$ cat src/rtl/booth_mult_seq.sv
// -----------------------------------------------------------------------------
// booth_mult_seq
//   Sequential radix-4 Booth multiplier. One Booth digit of the multiplier is
//   retired per clock, LSB digit first, so a signed A_W-bit multiply takes
//   A_W/2 iterations and an unsigned one takes A_W/2 + 1 iterations, because
//   the extra digit absorbs the zero-extended MSB.
//
// Ports
//   clk          sole clock, rising edge
//   rst_n        synchronous active-low reset
//   start        begin a multiplication (honoured only while ready)
//   signed_mode  1: operands are two's complement, 0: unsigned
//   mult_a       multiplier (Booth-recoded operand), A_W bits
//   mult_b       multiplicand, B_W bits
//   ready        idle and able to accept start
//   busy         iterating
//   done         one-cycle pulse, product valid
//   product      registered result, A_W + B_W bits
// -----------------------------------------------------------------------------
module booth_mult_seq #(
  parameter  int A_W = 12,
  parameter  int B_W = 12,
  localparam int P_W = A_W + B_W
) (
  input  logic           clk,
  input  logic           rst_n,
  input  logic           start,
  input  logic           signed_mode,
  input  logic [A_W-1:0] mult_a,
  input  logic [B_W-1:0] mult_b,
  output logic           ready,
  output logic           busy,
  output logic           done,
  output logic [P_W-1:0] product
);

  // Two guard bits keep every partial sum exact; the multiplier register
  // carries two extension bits on top and the implicit a[-1] = 0 below.
  localparam int ACC_W = P_W + 2;
  localparam int AX_W  = A_W + 3;
  localparam int CNT_W = $clog2(A_W / 2 + 2);

  typedef enum logic [1:0] {IDLE, RUN, DONE} state_t;

  state_t                   state_q;
  state_t                   state_d;
  logic [AX_W-1:0]          a_sh;
  logic signed [ACC_W-1:0]  b_sh;
  logic signed [ACC_W-1:0]  acc;
  logic signed [ACC_W-1:0]  pp;
  logic signed [ACC_W-1:0]  acc_nxt;
  logic                     smode;
  logic [CNT_W-1:0]         cnt;
  logic [CNT_W-1:0]         last_cnt;
  logic                     last_dig;

  // Radix-4 Booth digit to partial product, relative to the current digit
  // weight (b_sh already carries the 4^i scaling).
  function automatic logic signed [ACC_W-1:0] booth_pp(
    input logic [2:0]              dig,
    input logic signed [ACC_W-1:0] b
  );
    case (dig)
      3'b001, 3'b010: booth_pp = b;
      3'b011:         booth_pp = b <<< 1;
      3'b100:         booth_pp = -(b <<< 1);
      3'b101, 3'b110: booth_pp = -b;
      default:        booth_pp = '0;
    endcase
  endfunction

  always_comb begin
    pp       = booth_pp(a_sh[2:0], b_sh);
    acc_nxt  = acc + pp;
    last_cnt = smode ? CNT_W'(A_W / 2 - 1) : CNT_W'(A_W / 2);
    last_dig = (cnt == last_cnt);
  end

  // ---- control: state register ----
  always_ff @(posedge clk) begin
    if (!rst_n) state_q <= IDLE;
    else        state_q <= state_d;
  end

  always_comb begin
    state_d = state_q;
    case (state_q)
      IDLE:    if (start) state_d = RUN;
      RUN:     if (last_dig) state_d = DONE;
      DONE:    state_d = IDLE;
      default: state_d = IDLE;
    endcase
  end

  assign ready = (state_q == IDLE);
  assign busy  = (state_q == RUN);
  assign done  = (state_q == DONE);

  // ---- operand capture and per-digit shifting (data only, no reset) ----
  always_ff @(posedge clk) begin
    if (state_q == IDLE && start) begin
      a_sh  <= {{2{signed_mode & mult_a[A_W-1]}}, mult_a, 1'b0};
      b_sh  <= {{(ACC_W-B_W){signed_mode & mult_b[B_W-1]}}, mult_b};
      smode <= signed_mode;
    end else if (state_q == RUN) begin
      a_sh  <= a_sh >> 2;
      b_sh  <= b_sh <<< 2;
    end
  end

  // ---- accumulate, count digits, publish product on the last digit ----
  always_ff @(posedge clk) begin
    if (!rst_n) begin
      acc     <= '0;
      cnt     <= '0;
      product <= '0;
    end else begin
      case (state_q)
        IDLE: begin
          if (start) begin
            acc <= '0;
            cnt <= '0;
          end
        end
        RUN: begin
          acc <= acc_nxt;
          cnt <= cnt + CNT_W'(1);
          if (last_dig) product <= acc_nxt[P_W-1:0];
        end
        default: ;
      endcase
    end
  end

endmodule

$ cat config.mk
export PLATFORM = sky130hd
export DESIGN_NAME = booth_mult_seq
export DESIGN_NICKNAME = d
export VERILOG_FILES = /design/src/rtl/booth_mult_seq.sv
export SDC_FILE = /design/constraint.sdc
export NUM_CORES = 1
export LEC_CHECK = 0
export CAP_MARGIN = 40
export CORE_MARGIN = 2
export CORE_UTILIZATION = 25
export CTS_CLUSTER_SIZE = 8
export DETAILED_ROUTE_END_ITERATION = 10
export GPL_ROUTABILITY_DRIVEN = 0
export PLACE_DENSITY = 0.41
export SYNTH_ARGS = -nofsm -noshare
export SYNTH_HDL_FRONTEND = slang
export SYNTH_SLANG_ARGS = --single-unit
$ cat constraint.sdc
create_clock -name clk -period 7.85 [get_ports clk]
set_input_delay 1.1775 -clock clk [delete_from_list [all_inputs] [get_ports clk]]
set_output_delay 1.1775 -clock clk [all_outputs]
set_load 0.005 [all_outputs]
Word-level counts from Yosys, hierarchy flattened --
Index checks and enable logic that the tools add are counted.
Word-level totals: register bits after elaboration 97, input bits 28, output and inout port bits 27
Operators by class: add/sub/neg operators 4, equality and inequality tests 11, multiplexer cells 13, bitwise logic cells 2, reduce and logical (&&, ||, !) cells 9
Operators by type and width (count):
- 26-bit case mux with 4 select lines | 1
- 26-bit two-way mux | 3
- 26-bit negation | 2
- 26-bit case mux with 2 select lines | 1
- 15-bit two-way mux | 2
- 26-bit adder | 1
- 3-bit == test (second input constant) | 3
- 3-bit by 2-bit == test with 1-bit output (second input constant) | 2
- 2-bit two-way mux | 3
- 3-bit case mux with 2 select lines | 1
- 2-bit AND reduction | 3
- 2-bit case mux with 2 select lines | 1
- 2-bit nonzero test | 2
- 2-bit OR reduction | 2
- 3-bit by 1-bit adder with 3-bit output (second input constant) | 1
- 3-bit by 1-bit == test with 1-bit output (second input constant) | 1
- 3-bit == test | 1
- 3-bit two-way mux | 1
- 1-bit bitwise AND | 2
- 2-bit by 1-bit == test with 1-bit output (second input constant) | 1
- 2-bit == test (second input constant) | 1
- 2-bit logical NOT | 1
- 2-bit by 1-bit inequality test with 1-bit output (second input constant) | 1
- 2-bit inequality test (second input constant) | 1
- 1-bit logical AND | 1

Depth between registers and ports, before layout --
Gate-level depths: netlist of the first run.
depth after elaboration 5, depth in mapped cells 20, gate-level depth less buffers 19

Worst setup path after synthesis of the first run --
OpenSTA, ideal clock, no wires.
path kind reg-to-reg, start register b_sh[9], end register acc[22], arrival time 4044 ps, slack 3689 ps, cell stages (with the launch flop) 18, path buffers 1, period minus slack after synthesis 4161 ps, cell sequence edfxtp_1 -> or3_4 -> or4_4 -> or3_1 -> xnor2_1 -> o21ai_0 -> a32o_1 -> o21a_1 -> ha_1 -> buf_1 -> and3_1 -> nand4_1 -> nor4bb_1 -> o21ai_0 -> a31oi_1 -> o21ai_0 -> xor2_1 -> a32o_1
Between the ends: cells in the longest elaborated chain, start to end 4
Ends and longest elaborated chain:
- start, declared | line 48 | logic signed [ACC_W-1:0] b_sh;
- start signal, assigned | line 103 | b_sh <= {{(ACC_W-B_W){signed_mode & mult_b[B_W-1]}}, mult_b};
- start signal, assigned | line 107 | b_sh <= b_sh <<< 2;
- 26-bit negation, on equally long branches | line 67, 66
- 26-bit case mux with 4 select lines (*) | line 63 | case (dig)
- 26-bit adder (*) | line 74 | acc_nxt = acc + pp;
- 26-bit case mux with 2 select lines (*) | line 118 | case (state_q)
- end signal, assigned | line 126 | acc <= acc_nxt;
- end, declared | line 49 | logic signed [ACC_W-1:0] acc;
Every way passes the cells marked *; elsewhere a longest branch is shown, timed or not. A chain may end at the register's enable or synchronous reset.

Worst setup path in the final report of the first run --
Same ends and word-level chain as after synthesis.

==> flow_metrics.py, run 1 <==
metrics = {
    "clock_network": {
        "cts_made_buffers": 9,
        "cts_root_buffer": "clkbuf_16",
        "cts_tree": "built",
        "htree_levels": 3,
        "cts.clk_slew.worst_paths_ns": 0.07,
        "worst_skew_pair.late_latency_ns": 0.36,
        "clock_sinks": 92,
        "clockBufferDepth": 2,
        "cts_resized": 0,
        "cts_hold_buf": 0,
        "post_cts_buffers": 0,
    },
    "power_and_ir_drop": {
        "power_switching_uw": 560,
        "comb_power_share": 0.321,
        "p_leak_uw": 0.00272,
        "ir_drop_mv": 0.0923,
        "pwr-share-seq": 0.382,
        "switching_share": 0.360,
        "power_frac_clock": 0.297,
        "power_density_nw_per_um2": 219,
        "intPower_uw": 997,
    },
    "detailed_routing": {
        "wl_per_cell_um": 16.8,
        "drt_iter0_markers": 389,
        "vias_per_cell": 5.11,
        "first_pass_iters": 5,
        "ant_nets": 0,
        "wl_um": 17900,
        "drc": 0,
        "vias": 5448,
    },
    "floorplan": {
        "start_util": 0.253,
        "rows": 56,
        "die_h_um": 158,
        "core_sq_um": 23400,
        "num_io_pins": 55,
        "dieArea_sq_um": 25000,
        "die_x_um": 158,
    },
    "sta": {
        "max_clock_freq_mhz": 214,
        "hold_viol": 0,
        "fin_setup_tns_ns": 0,
        "fin_crit_sh": 0.596,
        "drv_slew": 0,
        "skew_ns": 0.00945,
        "worst_slew_pin_slew_ns": 0.772,
        "finalSetupViolations": 0,
        "setup_ws_ns": 3.17,
        "fin_crit_ns": 4.68,
        "rsz0062_at_grt": "no",
        "slew_headroom": 0.484,
    },
    "worst_setup_path": {
        "worstPathCellList": "or3_4 > or4_4 > or3_1 > xnor2_1 > o21ai_0 > a32o_1 > o21a_1 > ha_1 > and3_1 > nand4_1 > nor4bb_1 > o21ai_0 > a31oi_1 > o21ai_0 > xor2_1 > a32o_1",
        "critPathCaptureType": "register",
        "criticalPathCategory": "register to register",
        "worst_path_max_delay_cell": "edfxtp_1",
        "cp_num_buf_inv": 0,
        "crit_fanout": 7,
        "arrival_ns": 4.93,
        "max_stage_delay_ns": 0.52,
        "crit_required_ns": 8.10,
        "crit_path_start_kind": "register",
        "crit_top_cell": "o21ai_0",
        "cp_top_family": "simple AND/OR/NAND/NOR gates",
    },
    "synth": {
        "ys_seq_area_frac": 0.375,
        "ys_warn_count": 0,
        "async_flop_share": 0,
        "synthDistinctLibCells": 62,
        "synth-edff-count": 38,
        "synthFlopType": "dfxtp_1",
        "ys_ff_latch": 92,
        "syn_avg_cell_area_sq_um": 8.32,
        "postSynthCellCount": 713,
        "synth_nets": 767,
        "netlist_area_sq_um": 5930,
    },
    "global_routing": {
        "grt_max_degree": 47,
        "grt_first_pass_wirelength_um": 28300,
        "antenna_found_initial": 0,
        "grt_usage": 0.147,
        "grt_pass1_vias": 5259,
        "overflow": 0,
    },
    "final_layout": {
        "regArea_sq_um": 2220,
        "n_antenna_cell": 0,
        "multi_input_area_sq_um": 3460,
        "fin_util": 0.304,
        "layout-drive-gt1-share": 0.0602,
        "fillerInstances": 2531,
        "layoutNonFillerInstCount": 1067,
        "nets": 797,
        "area_growth_pct": 19.9,
    },
    "worst_hold_path": {
        "hold_path_class": "register to register",
    },
    "place": {
        "hpwl_um": 12600,
        "portBuffers": 54,
        "dp_slack_ns": 3.21,
        "dp_cells": 1051,
    },
    "job": {
        "maxCapViolCount": 0,
    },
    "run_status": {
        "outcome": "complete, no violations",
    },
}
==> per-layer routing <==
| metal | part of all wire | global-route usage | wire, um | vias to the layer above |
|---|---|---|---|---|
| met5 | 0 | 0 | 0 | - |
| met4 | 0.025 | 0.0571 | 449 | 0 |
| met3 | 0.035 | 0.0246 | 625 | 23 |
| met2 | 0.46 | 0.239 | 8250 | 140 |
| met1 | 0.48 | 0.193 | 8560 | 2645 |
| li1 | - | - | - | 2640 |
==> cells in the mapped netlist (all sizes together), types with 3 or more instances <==
cell / count / area share
a221oi: 10 / 0.015
nand2b: 6 / 0.0063
inv: 14 / 0.0089
nand3: 35 / 0.030
clkbuf: 44 / 0.028
nand2: 112 / 0.071
a31oi: 13 / 0.014
nand4b: 3 / 0.0044
a211oi: 8 / 0.010
ha: 25 / 0.053
a21o: 21 / 0.027
nand4: 4 / 0.0042
mux2i: 7 / 0.012
a32o: 3 / 0.0051
nor2b: 4 / 0.0042
or3: 6 / 0.0072
nor3: 12 / 0.010
a21oi: 61 / 0.052
nor2: 55 / 0.035
o21ai: 39 / 0.034
o22ai: 3 / 0.0032
mux2: 3 / 0.0057
o21a: 6 / 0.0076
xnor2: 33 / 0.049
edfxtp: 38 / 0.19
buf: 7 / 0.0044
a22o: 14 / 0.021
a22oi: 9 / 0.011
dfxtp: 54 / 0.18
o31ai: 3 / 0.0038
xor2: 19 / 0.028
and3: 7 / 0.0074
==> cell type report <==
class                   instances  share of cell area
repair buffers                 70              0.0942
multi-input cells             555               0.487
clock inverters                 6              0.0102
well taps                     319              0.0561
flip-flops and latches         92               0.313
clock buffers                  10              0.0322
inverters                      15             0.00792
==> placed cells by master (no fill, tap or decap), types with 4 or more instances in the layout <==
cell type / count
nor3_1: 12
inv_1: 14
edfxtp_1: 38
clkbuf_16: 9
a21oi_1: 60
nor2b_1: 4
xnor2_1: 33
a22o_1: 14
a22oi_1: 9
a221oi_1: 10
mux2i_1: 7
xor2_1: 19
a31oi_1: 13
o21ai_0: 38
clkdlybuf4s50_1: 54
buf_4: 13
a21o_1: 21
a211oi_1: 8
nor2_1: 54
nand2_1: 112
and3_1: 7
or3_1: 5
ha_1: 25
nand3_1: 35
nand2b_1: 6
o21a_1: 6
dfxtp_1: 54
nand4_1: 4
==> through the flow <==
step                hold slack (ns)  total power, uW  instance area, sq um
global placement              0.444             1100                  6760
detailed placement            0.448             1100                  6810
floorplan                     0.451              954                  5930
CTS                           0.458             1570                  7110
global route                  0.484             1650                  7110
finish                        0.453             1560                  7110
==> sequential cells by signal, summed over array words and instances, names as in the netlist <==
signal   count
a_sh        14
acc         24
b_sh        24
cnt          3
product     24
smode        1
state_q      2
==> power by group through the flow <==
stage,combinational (uW),clock (uW),sequential [uW]
finish,500,463,594
global route,555,492,600
CTS,503,476,594
detailed placement,501,0,604
global placement,492,0,604
floorplan,374,0,580
==> tightest hold or removal path: cells and delay by family, from the launching register on <==
kind	cells	cell delay, ns
flip-flops	1	0.31
AO/OA/AOI/OAI	1	0.05
AND/OR/NAND/NOR	1	0.05
==> cell families after synthesis <==
family | Yosys count | share of synthesized area
fa+ha+maj | 26 | 0.0561
flops | 92 | 0.375
compound gates | 212 | 0.236
buf+inv | 66 | 0.0418
xor+xnor | 53 | 0.0806
simple gates | 254 | 0.193
mux | 10 | 0.0175
==> final timing paths <==
| path | startpoint | to | slack, ns | cells past startpoint |
|---|---|---|---|---|
| setup / recovery | b_sh[9]$_DFFE_PP_ | acc[22]$_SDFFE_PN0P_ | 3.17 | 16 |
| hold / removal | product[4]$_SDFFE_PN0P_ | product[4]$_SDFFE_PN0P_ | 0.45 | 2 |
| setup reg to reg | b_sh[9]$_DFFE_PP_ | acc[22]$_SDFFE_PN0P_ | 3.17 | 16 |
| hold reg to reg | product[4]$_SDFFE_PN0P_ | product[4]$_SDFFE_PN0P_ | 0.45 | 2 |
(Power assumes the default switching activity.)
==> run 2, diff against run 1 <==
- clock period: 7.85 -> 4.5 ns (I/O delays scaled with it)
==> run 2 against run 1 <==
Compared with the run above: worst setup slack got worse by 2.9 ns; first-iteration DRC count rose by 18%; global-route usage rose by 0.52 points; sequential power rose by 72%; worst hold slack improved by 0.0018 ns; clock-buffer cell count rose by 1; final cell count rose by 2.0%; routed wire length rose by 3.8%; critical endpoint is now product[22]$_SDFFE_PN0P_; largest power group unchanged.
==> flow_metrics.py, run 2 (synthesis gave the netlist of run 1 again) <==
metrics = {
    "detailed_routing": {
        "ant_nets": 0,
        "vias": 5457,
        "drc": 0,
        "wl_per_cell_um": 17.1,
        "wl_um": 18600,
        "vias_per_cell": 5.02,
        "drt_iter0_markers": 459,
        "first_pass_iters": 5,
    },
    "worst_setup_path": {
        "crit_path_start_kind": "register",
        "cp_top_family": "simple AND/OR/NAND/NOR gates",
        "rrSetupSlack_ns": 0.23,
        "max_stage_delay_ns": 0.47,
        "arrival_ns": 4.52,
        "crit_fanout": 6,
        "critPathCaptureType": "register",
        "crit_required_ns": 4.75,
        "worstPathCellList": "or3_4 > or4_4 > nor2_1 > nand2_1 > nand3b_1 > o21ai_0 > a32o_1 > o21a_1 > ha_1 > and3_1 > nand4_1 > nor4bb_1 > o21ai_0 > a31oi_1 > o21ai_0 > xor2_1 > a22o_1",
        "worst_path_max_delay_cell": "or4_4",
        "crit_top_cell": "o21ai_0",
        "criticalPathCategory": "register to register",
        "cp_num_buf_inv": 0,
    },
    "floorplan": {
        "rows": 56,
        "start_util": 0.253,
        "num_io_pins": 55,
        "core_sq_um": 23400,
        "dieArea_sq_um": 25000,
        "die_x_um": 158,
        "die_h_um": 158,
    },
    "clock_network": {
        "clockBufferDepth": 2,
        "cts.clk_slew.worst_paths_ns": 0.07,
        "clock_sinks": 92,
        "post_cts_buffers": 0,
        "cts_made_buffers": 9,
        "cts_root_buffer": "clkbuf_16",
        "cts_hold_buf": 0,
        "htree_levels": 3,
        "worst_skew_pair.late_latency_ns": 0.36,
        "cts_tree": "built",
    },
    "global_routing": {
        "grt_first_pass_wirelength_um": 29200,
        "grt_pass1_vias": 5136,
        "grt_usage": 0.152,
        "overflow": 0,
        "antenna_found_initial": 0,
        "grt_max_degree": 38,
    },
    "final_layout": {
        "n_antenna_cell": 0,
        "area_growth_pct": 22.9,
        "regArea_sq_um": 2220,
        "layout-drive-gt1-share": 0.0949,
        "nets": 818,
        "final_common_cell": "nand2_1",
        "reg_top3": "acc (24), b_sh (24), product (24)",
        "mostFrequentLayoutCells": "111 x nand2_1, 59 x a21oi_1, 54 x nor2_1, 54 x dfxtp_1, 54 x clkdlybuf4s50_1",
        "fillerInstances": 2507,
        "multi_input_area_sq_um": 3490,
    },
    "place": {
        "hpwl_um": 13400,
        "portBuffers": 54,
    },
    "sta": {
        "rsz0062_at_grt": "no",
        "finalSetupViolations": 0,
        "worst_slew_pin_slew_ns": 0.849,
        "hold_viol": 0,
        "whs_ns": 0.455,
        "slew_headroom": 0.433,
        "fin_crit_ns": 4.27,
        "drv_slew": 0,
        "fin_setup_tns_ns": 0,
        "skew_ns": 0.00825,
        "max_clock_freq_mhz": 234,
        "fin_crit_sh": 0.949,
    },
    "worst_hold_path": {
        "hold_path_class": "register to register",
    },
    "run_status": {
        "outcome": "complete, no violations",
    },
    "job": {
        "maxCapViolCount": 0,
    },
    "power_and_ir_drop": {
        "p_leak_uw": 0.00283,
        "ir_drop_mv": 0.178,
        "power_density_nw_per_um2": 379,
    },
}
run 2: changes by cell type in the layout (fill, tap and decap cells not counted), sizes merged:
cell      previous run  this run
buf                 16        37
bufinv               1         0
clkbuf              10        11
clkinv               3         2
clkinvlp             1         0
inv                 16        18
run 2: layout make-up:
| class | instances | area share |
|---|---|---|
| inverters | 15 | 0.00772 |
| clock inverters | 5 | 0.00566 |
| multi-input cells | 555 | 0.479 |
| clock buffers | 11 | 0.0362 |
| well taps | 319 | 0.0547 |
| flip-flops and latches | 92 | 0.305 |
| repair buffers | 91 | 0.112 |
run 2: per-stage QoR:
| stage | total power [uW] | area (sq um) | setup slack (ns) | utilization | instances |
|---|---|---|---|---|---|
| floorplan | 1660 | 5930 | 0.339 | - | 713 |
| global placement | 1970 | 6960 | 0.235 | 0.297 | 1072 |
| detailed placement | 1980 | 6960 | 0.171 | 0.297 | 1072 |
| CTS | 2800 | 7260 | 0.152 | 0.310 | 1088 |
| global route | 2930 | 7290 | 0.0209 | 0.312 | 1088 |
| finish | 2760 | 7290 | 0.230 | 0.312 | 1088 |
run 2: worst reg2reg max path, delay by kind of cell (launching register included):
kind                     cells  cell delay (ns)
adder cells (fa/ha/maj)      1             0.32
XOR/XNOR                     1             0.18
AO/OA/AOI/OAI                7             1.28
AND/OR/NAND/NOR              8             2.00
flip-flops                   1             0.40
run 2: metal layers:
metal / vias to the layer above / wire length, um / global-route usage
met5: - / 0 / 0
met4: 0 / 496 / 0.0583
met3: 26 / 878 / 0.0271
met2: 151 / 8440 / 0.237
met1: 2603 / 8740 / 0.208
li1: 2677 / - / -
run 2: power by group:
group,switching (uW),internal [uW],total [uW],leakage [uW]
Clock,367,431,799,0.000155
Sequential,66.6,955,1020,0.000823
Combinational,558,385,943,0.00185
Total,991,1770,2760,0.00283
run 2: repair_timing:
| action | in CTS | in global routing |
|---|---|---|
| endpoints found under the setup margin | 0 | 9 |
| gates resized for setup | 0 | 7 |
| endpoints found under the hold margin | 0 | 0 |
run 2: worst paths after layout:
check	end	depth (start not counted)	start
worst max-delay path	product[22]$_SDFFE_PN0P_	17	b_sh[9]$_DFFE_PP_
worst min-delay path	product[5]$_SDFFE_PN0P_	2	product[5]$_SDFFE_PN0P_
worst max register to register	product[22]$_SDFFE_PN0P_	17	b_sh[9]$_DFFE_PP_
worst min register to register	product[5]$_SDFFE_PN0P_	2	product[5]$_SDFFE_PN0P_
